[config.mk]
export PLATFORM = sky130hd
export DESIGN_NAME = cpu_run_ctrl
export DESIGN_NICKNAME = d
export VERILOG_FILES = /design/src/rtl/cpu_dbg_pkg.sv /design/src/rtl/cpu_bp_match.sv /design/src/rtl/cpu_run_ctrl.sv
export SDC_FILE = /design/constraint.sdc
export NUM_CORES = 1
export LEC_CHECK = 0
export ABC_CLOCK_PERIOD_IN_PS = 1800
export BUFFER_PORTS_ARGS = -buffer_cell sky130_fd_sc_hd__buf_2
export CORE_AREA = 2 2 101 103
export CTS_CLUSTER_SIZE = 24
export DETAILED_ROUTE_END_ITERATION = 10
export DIE_AREA = 0 0 103 105
export GPL_ROUTABILITY_DRIVEN = 0
export PLACE_DENSITY = 0.8
export SYNTH_ARGS = -nofsm -noshare
export SYNTH_HDL_FRONTEND = slang
export SYNTH_SLANG_ARGS = --single-unit
[constraint.sdc]
create_clock -name clk -period 1.8 [get_ports clk]
set_input_delay 0.09 -clock clk [delete_from_list [all_inputs] [get_ports clk]]
set_output_delay 0.09 -clock clk [all_outputs]
set_load 0.05 [all_outputs]
[src/rtl/cpu_dbg_pkg.sv]
// Shared definitions for the CPU run/debug controller: run_state encodings and
// the breakpoint index width.
package cpu_dbg_pkg;

  // run_state encodings as seen on the run_state port
  localparam logic [1:0] RsResetHold = 2'd0;
  localparam logic [1:0] RsHalted    = 2'd1;
  localparam logic [1:0] RsRunning   = 2'd2;
  localparam logic [1:0] RsStepping  = 2'd3;

  // Width of bp_idx; covers up to 8 breakpoints
  localparam int unsigned BpIdxW = 3;

  typedef enum logic [1:0] {
    StResetHold = RsResetHold,
    StHalted    = RsHalted,
    StRunning   = RsRunning,
    StStepping  = RsStepping
  } run_state_e;

endpackage

[src/rtl/cpu_bp_match.sv]
// Breakpoint comparator bank: flags a PC match on any enabled breakpoint and
// reports the lowest matching index.
module cpu_bp_match
  import cpu_dbg_pkg::*;
#(
  parameter int unsigned NUM_BP     = 2,
  parameter int unsigned ADDR_WIDTH = 32
) (
  input  logic [NUM_BP-1:0]            bp_en,
  input  logic [NUM_BP*ADDR_WIDTH-1:0] bp_addr,
  input  logic [ADDR_WIDTH-1:0]        pc,
  output logic                         match,
  output logic [BpIdxW-1:0]            idx
);

  // Ascending scan; the first hit is kept so the lowest index wins
  always_comb begin
    match = 1'b0;
    idx   = '0;
    for (int unsigned i = 0; i < NUM_BP; i++) begin
      if (!match && bp_en[i] && (bp_addr[i*ADDR_WIDTH +: ADDR_WIDTH] == pc)) begin
        match = 1'b1;
        idx   = BpIdxW'(i);
      end
    end
  end

endmodule

[src/rtl/cpu_run_ctrl.sv]
// Run/reset controller for the MultiCycleCPU: sequences the core reset, gates
// the core clock enable, and provides halt, single-step, PC breakpoints and
// saturating cycle/instruction counters.
module cpu_run_ctrl
  import cpu_dbg_pkg::*;
#(
  parameter int unsigned RST_HOLD_CYCLES = 2,
  parameter int unsigned START_RUNNING   = 1,
  parameter int unsigned ADDR_WIDTH      = 32,
  parameter int unsigned NUM_BP          = 2,
  parameter int unsigned CNT_WIDTH       = 32
) (
  input  logic                         clk,
  input  logic                         reset,
  input  logic                         run_req,
  input  logic                         halt_req,
  input  logic                         step_req,
  input  logic [NUM_BP-1:0]            bp_en,
  input  logic [NUM_BP*ADDR_WIDTH-1:0] bp_addr,
  input  logic [ADDR_WIDTH-1:0]        cpu_pc,
  input  logic                         cpu_instr_done,
  output logic                         cpu_reset,
  output logic                         cpu_clk_en,
  output logic [1:0]                   run_state,
  output logic                         bp_hit,
  output logic [BpIdxW-1:0]            bp_idx,
  output logic [CNT_WIDTH-1:0]         cycle_count,
  output logic [CNT_WIDTH-1:0]         instr_count
);

  localparam int unsigned HoldW = (RST_HOLD_CYCLES < 2) ? 1 : $clog2(RST_HOLD_CYCLES + 1);

  run_state_e           state_q;
  logic [HoldW-1:0]     hold_q;
  logic                 pending_q;
  logic                 cpu_reset_q;
  logic                 bp_hit_q;
  logic [BpIdxW-1:0]    bp_idx_q;
  logic [CNT_WIDTH-1:0] cycle_q;
  logic [CNT_WIDTH-1:0] instr_q;

  logic                 bp_match;
  logic [BpIdxW-1:0]    bp_match_idx;
  logic                 halt_pend;

  cpu_bp_match #(
    .NUM_BP     (NUM_BP),
    .ADDR_WIDTH (ADDR_WIDTH)
  ) u_bp_match (
    .bp_en (bp_en),
    .bp_addr (bp_addr),
    .pc    (cpu_pc),
    .match (bp_match),
    .idx   (bp_match_idx)
  );

  // Clock enable decoded from the state register only; a halt request seen in
  // the boundary cycle still counts for that boundary
  always_comb begin
    cpu_clk_en = (state_q == StRunning) || (state_q == StStepping);
    halt_pend  = pending_q | halt_req;
  end

  // Run FSM, reset hold counter, pending halt, breakpoint status and counters
  always_ff @(posedge clk or posedge reset) begin
    if (reset) begin
      state_q     <= StResetHold;
      hold_q      <= HoldW'(RST_HOLD_CYCLES);
      pending_q   <= 1'b0;
      cpu_reset_q <= 1'b1;
      bp_hit_q    <= 1'b0;
      bp_idx_q    <= '0;
      cycle_q     <= '0;
      instr_q     <= '0;
    end else begin
      if (cpu_clk_en && (cycle_q != '1)) begin
        cycle_q <= cycle_q + CNT_WIDTH'(1);
      end
      if (cpu_clk_en && cpu_instr_done && (instr_q != '1)) begin
        instr_q <= instr_q + CNT_WIDTH'(1);
      end

      unique case (state_q)
        StResetHold: begin
          // Requests are ignored until the hold expires
          if (hold_q <= HoldW'(1)) begin
            hold_q      <= '0;
            cpu_reset_q <= 1'b0;
            state_q     <= (START_RUNNING != 0) ? StRunning : StHalted;
          end else begin
            hold_q <= hold_q - HoldW'(1);
          end
        end
        StHalted: begin
          pending_q <= 1'b0;
          if (run_req) begin
            state_q  <= StRunning;
            bp_hit_q <= 1'b0;
          end else if (step_req) begin
            state_q  <= StStepping;
            bp_hit_q <= 1'b0;
          end
        end
        StRunning: begin
          if (cpu_instr_done && (halt_pend || bp_match)) begin
            state_q   <= StHalted;
            pending_q <= 1'b0;
            if (bp_match) begin
              bp_hit_q <= 1'b1;
              bp_idx_q <= bp_match_idx;
            end
          end else begin
            pending_q <= halt_pend;
          end
        end
        StStepping: begin
          // A step always stops at its boundary; breakpoints are not checked
          if (cpu_instr_done) begin
            state_q   <= StHalted;
            pending_q <= 1'b0;
          end else begin
            pending_q <= halt_pend;
          end
        end
        default: state_q <= StResetHold;
      endcase
    end
  end

  // Registered outputs
  always_comb begin
    cpu_reset   = cpu_reset_q;
    run_state   = state_q;
    bp_hit      = bp_hit_q;
    bp_idx      = bp_idx_q;
    cycle_count = cycle_q;
    instr_count = instr_q;
  end

endmodule
=== Yosys cells after proc, flatten, opt, wreduce, memory -nomap -nowiden ===
Cells that the tools add are included.

* Bitwise gates (word level): 1
* Add/sub/neg operators: 3
* Equal/unequal tests: 12
* Multiplexer cells: 18
* Reductions and logical operators: 17
* Order comparisons: 1

{| class="wikitable"
|+ Operators by type and width
! cell !! number
|-
| 32-bit by 1-bit adder with 32-bit output, second input constant || 2
|-
| 32-bit == test || 2
|-
| 32-bit inequality test, second input constant || 2
|-
| 2-bit 2-to-1 mux || 6
|-
| 1-bit 2-to-1 mux || 9
|-
| 2-bit case mux with 4 select lines || 1
|-
| 4-bit AND reduction || 2
|-
| 1-bit logical AND || 7
|-
| 2-bit inequality test, second input constant || 3
|-
| 2-bit == test, second input constant || 2
|-
| 3-bit inequality test, second input constant || 1
|-
| 1-bit case mux with 3 select lines || 1
|-
| 3-bit AND reduction || 1
|-
| 3-bit nonzero test || 1
|-
| 2-bit by 1-bit == test with 1-bit output, second input constant || 1
|-
| 2-bit by 1-bit less-or-equal comparator with 1-bit output, second input constant || 1
|-
| 2-bit logical NOT || 1
|-
| 1-bit logical OR || 2
|-
| 2-bit by 1-bit inequality test with 1-bit output, second input constant || 1
|-
| 1-bit case mux with 2 select lines || 1
|-
| 2-bit AND reduction || 1
|-
| 2-bit nonzero test || 1
|-
| 2-bit by 1-bit subtractor with 2-bit output, second input constant || 1
|-
| 1-bit logical NOT || 1
|-
| 1-bit OR || 1
|}

* Word-level logic and storage cells: 60
* Bits in registers: 74
* Output and inout bits: 72
* Bits of input ports: 104

=== Longest topological paths before layout ===
* Depth in word-level cells: 11
* Gate-level depth with buffers: 8
* Mapped depth without buffers: 7

=== Modules after synthesis ===
A second synthesis with hierarchy kept.

* Cells, all modules: 426
* Area, all modules: 4372.9 um^2

{| class="wikitable"
|+ By module, submodules not included
! module !! instances !! cells an instance !! area each (um^2)
|-
| cpu_run_ctrl || 1 || 332 || 3622.2
|-
| cpu_bp_match || 1 || 94 || 750.7
|}

=== Worst setup path after synthesis ===
OpenSTA, ideal clock, no wires.

* Path kind: flip-flop to flip-flop
* From: reg cycle_q[13], in the netlist cycle_count[13]
* To: reg cycle_q[29], in the netlist cycle_count[29]
* Data arrival time: 2299 ps
* Setup time: 143 ps
* Slack: -642 ps
* Cell stages (with the launch flop): 7
* Clock period less this slack: 2442 ps
* Required time: 1657 ps
* Path through: dfrtp_1 -> nand4_2 -> or4_4 -> or2_4 -> nor4_4 -> nand3_1 -> xnor2_1

* Cells in the longest elaborated chain, start to end: 2

{| class="wikitable"
|+ Ends and longest elaborated chain
! element !! RTL line !! source
|-
| start: declaration || cpu_run_ctrl.sv:39 || <nowiki>logic [CNT_WIDTH-1:0] cycle_q;</nowiki>
|-
| start signal: assignment || cpu_run_ctrl.sv:77 || <nowiki>cycle_q <= cycle_q + CNT_WIDTH'(1);</nowiki>
|-
| branches (longest 2 deep; another with 32-bit by 1-bit adder with 32-bit output) || -- ||
|}

Parallel ways; which one is timed is not known.
A chain may end at the register's enable or synchronous reset.

=== Final worst setup path ===
* From: reg cycle_q[19], in the netlist cycle_count[19]
* To: reg cycle_q[29], in the netlist cycle_count[29]

Same word-level chain as after synthesis.

==> summary.txt <==
Status - finished, violations left
Failing checks - negative setup slack
Core area - 0.00964 mm^2
Hold Path Class - in2reg
Synth Cell Area - 0.00406 mm^2
Final setup fails - 27
TritonCTS buffer count - 9
Worst endpoint required time - 2.03 ns
Synth area leaders - dfrtp_1, xor2_1, xnor2_1
Internal power - 3.23 mW
Crit end category - flop
Final ANT Viol Nets - 0
Clock skew - 0.0121 ns
Yosys reg bits - 72
Worst Slack Setup Final - -0.109 ns
Effective utilization at floorplan - 0.422
Row Count - 36
Register area share after synthesis - 0.444
Number of global-route vias before repair - 4,000
Critical Path, Cell by Cell - nand3_2 -> or4_4 -> or2_4 -> nor4_4 -> nand3_1 -> xnor2_1
Crit share post-route - 1.06
Skew-Pair Late Insertion Delay - 0.35 ns
Layout area overhead - 57.2%
Switching pwr - 2.03 mW
WP buf/inv - 0
Largest net degree at the start of global routing - 73
Port bufs - 173
Largest delay contributor family on the critical path - simple AND/OR/NAND/NOR gates
Logic pwr share - 0.379
VDD IR max - 0.415 mV
Final #Nets - 766
Initial DRC Count - 138
Total global-route track usage - 0.230
Final Hold Vio Count - 0
CTS root buf - clkbuf_8
PnR Total Power - 5.26 mW
Synth area leader - dfrtp_1
H-Tree Depth - 3
Die area - 0.0108 mm^2
Shortest period the worst path allows - 1.91 ns
Max Cap Viol - 0
Reg power frac - 0.379
Critical path class - reg2reg
Fillers - 761
DRC - 0
Post-synth EDFFs - 0
WL per Instance - 16.0 um
Height of the die - 105 um
Mean area per synthesized cell - 10.0 um^2
RSZ-0062 raised after global routing - true
GR Overflow Total - 0
Crit-path max FO - 4
Yosys cell types - 36
Antenna violations before repair - 2
Post-place setup slack - -0.0677 ns
CP max stage cell - or4_4
Clock share of power - 0.243
Highest Clock Rate - 0.524 GHz
PwrDens - 823 mW/mm^2
I/O pins - 176
Post-DP Area - 0.00584 mm^2
Global-route wire length before repair - 19,100 um
Clock sink total - 72
Vias - 4,008
Clock-pin slew on the worst setup and hold paths - 0.08 ns
Setup TNS - -1.32 ns
Area fraction of the dominant cell type after synthesis - 0.431
CP peak stage delay - 0.56 ns
Multi-input gate area - 0.00260 mm^2
Leakage - 3.20 nW
Switching Fraction - 0.386
Pre-antenna DRT Iters - 4
Final Max Slew Viols - 0
Via/cell ratio - 5.01
Worst Path Arrival - 2.14 ns
Final design instance area without fill - 0.00639 mm^2
Layout cells sized above 1 - 0.580
CTS tree - done
Placed insts - 762
CTS Buffer Depth - 2
Async set-or-reset flop fraction in the synthesized netlist - 1.00
Reg area - 0.00187 mm^2
Non-Filler Instances - 800
HPWL after DPL - 9760 um
Post-Synthesis Cells - 405
Chip width - 103 um
Yosys Warn Count - 0
Synth Flop Type - dfrtp_1
Critical path launch point type - flop
Routed wire length - 12,800 um
cells by family (layout without fill, tap and decap cells):
| family | after synthesis | after routing | synth area share |
|---|---|---|---|
| adders and majority gates | 2 | 2 | 0.00616 |
| and+or+nand+nor | 167 | 167 | 0.226 |
| xor gates and xnor gates | 126 | 126 | 0.272 |
| other | 1 | 4 | 0.000923 |
| DFF | 72 | 72 | 0.444 |
| muxes | 4 | 4 | 0.0105 |
| buffers and inverters | 19 | 278 | 0.0197 |
| AOI/OAI and AO/OA | 14 | 14 | 0.0209 |
what timing repair did:
action,4_1_cts,5_1_grt
setup endpoints to repair,21,50
cloned,0,1
pin swaps,15,31
endpoints found under the hold margin,70,0
gates resized for setup,10,33
setup buffers,5,13
hold buffers,1,0
worst paths after layout:
path	endpoint	slack, ns	cells after the start	start
worst min register to register	cpu_reset$_DFFE_PP1P_	0.46	1	cpu_reset$_DFFE_PP1P_
worst max-delay path	cycle_count[29]$_DFFE_PP0P_	-0.11	6	cycle_count[19]$_DFFE_PP0P_
worst max register to register	cycle_count[29]$_DFFE_PP0P_	-0.11	6	cycle_count[19]$_DFFE_PP0P_
max in group asynchronous	hold_q[1]$_DFFE_PP1P_	1.05	4	reset
worst min-delay path	pending_q$_DFFE_PP0P_	0.02	2	halt_req
min in group asynchronous	instr_count[27]$_DFFE_PP0P_	0.40	4	reset
per-layer routing:
metal	track usage	share of wire	wire length, um
met5	0	0	0
met4	0.149	0.052	665
met1	0.250	0.36	4650
met3	0.0328	0.052	667
met2	0.404	0.53	6800
state kept, by name, summed over array words and instances (netlist names):
name / cells
hold_q: 2
cpu_reset: 1
bp_idx: 1
bp_hit: 1
run_state: 2
pending_q: 1
instr_count: 32
cycle_count: 32
stage by stage:
stage,hold WS [ns],utilization
6_report,0.0191,0.663
5_1_grt,0.0376,0.663
4_1_cts,0.0102,0.635
3_5_place_dp,0.233,0.606
3_3_place_gp,0.223,0.606
2_1_floorplan,0.260,-
area by class of cell:
cell class	instances	area share
multi-input cells	315	0.406
flip-flops and latches	72	0.293
repair buffers	254	0.239
well taps	133	0.0260
clock buffers	12	0.0227
clock inverters	4	0.00705
inverters	8	0.00529
diodes	2	0.000783
synth_stat cells, types with 2 or more instances:
cell type and number:
xor2_1 88, nand3_1 27, dfstp_2 2, clkbuf_1 8
or3_1 3, and3_1 13, a21oi_1 6, nor2_1 19
o21ai_0 4, inv_1 8, nand2_1 31, nor2b_1 2
nor4_1 19, xnor2_1 38, nor3_1 15, nand4_1 19
buf_4 2, and4_1 8, mux2i_1 2, nand2b_1 2
mux2_2 2, ha_1 2, dfrtp_1 70, and2_1 3
power groups by stage:
stage / sequential [mW] / clock (mW) / combinational (mW)
3_3_place_gp: 2.01 / 0 / 1.87
2_1_floorplan: 2.60 / 0 / 0.638
4_1_cts: 1.99 / 1.30 / 1.92
3_5_place_dp: 2.02 / 0 / 1.92
5_1_grt: 2.02 / 1.36 / 2.13
6_report: 1.99 / 1.28 / 1.99
cell usage in the layout, fill, tap and decap left out, types with 16 or more instances in the layout:
cell type / count
xor2_1: 88
xnor2_1: 34
dfrtp_1: 17
dfrtp_2: 53
nand4_1: 19
nor4_1: 16
buf_2: 173
nand2_1: 26
buf_4: 69
nand3_1: 16
Note: power is estimated with default switching activity, not from simulation.
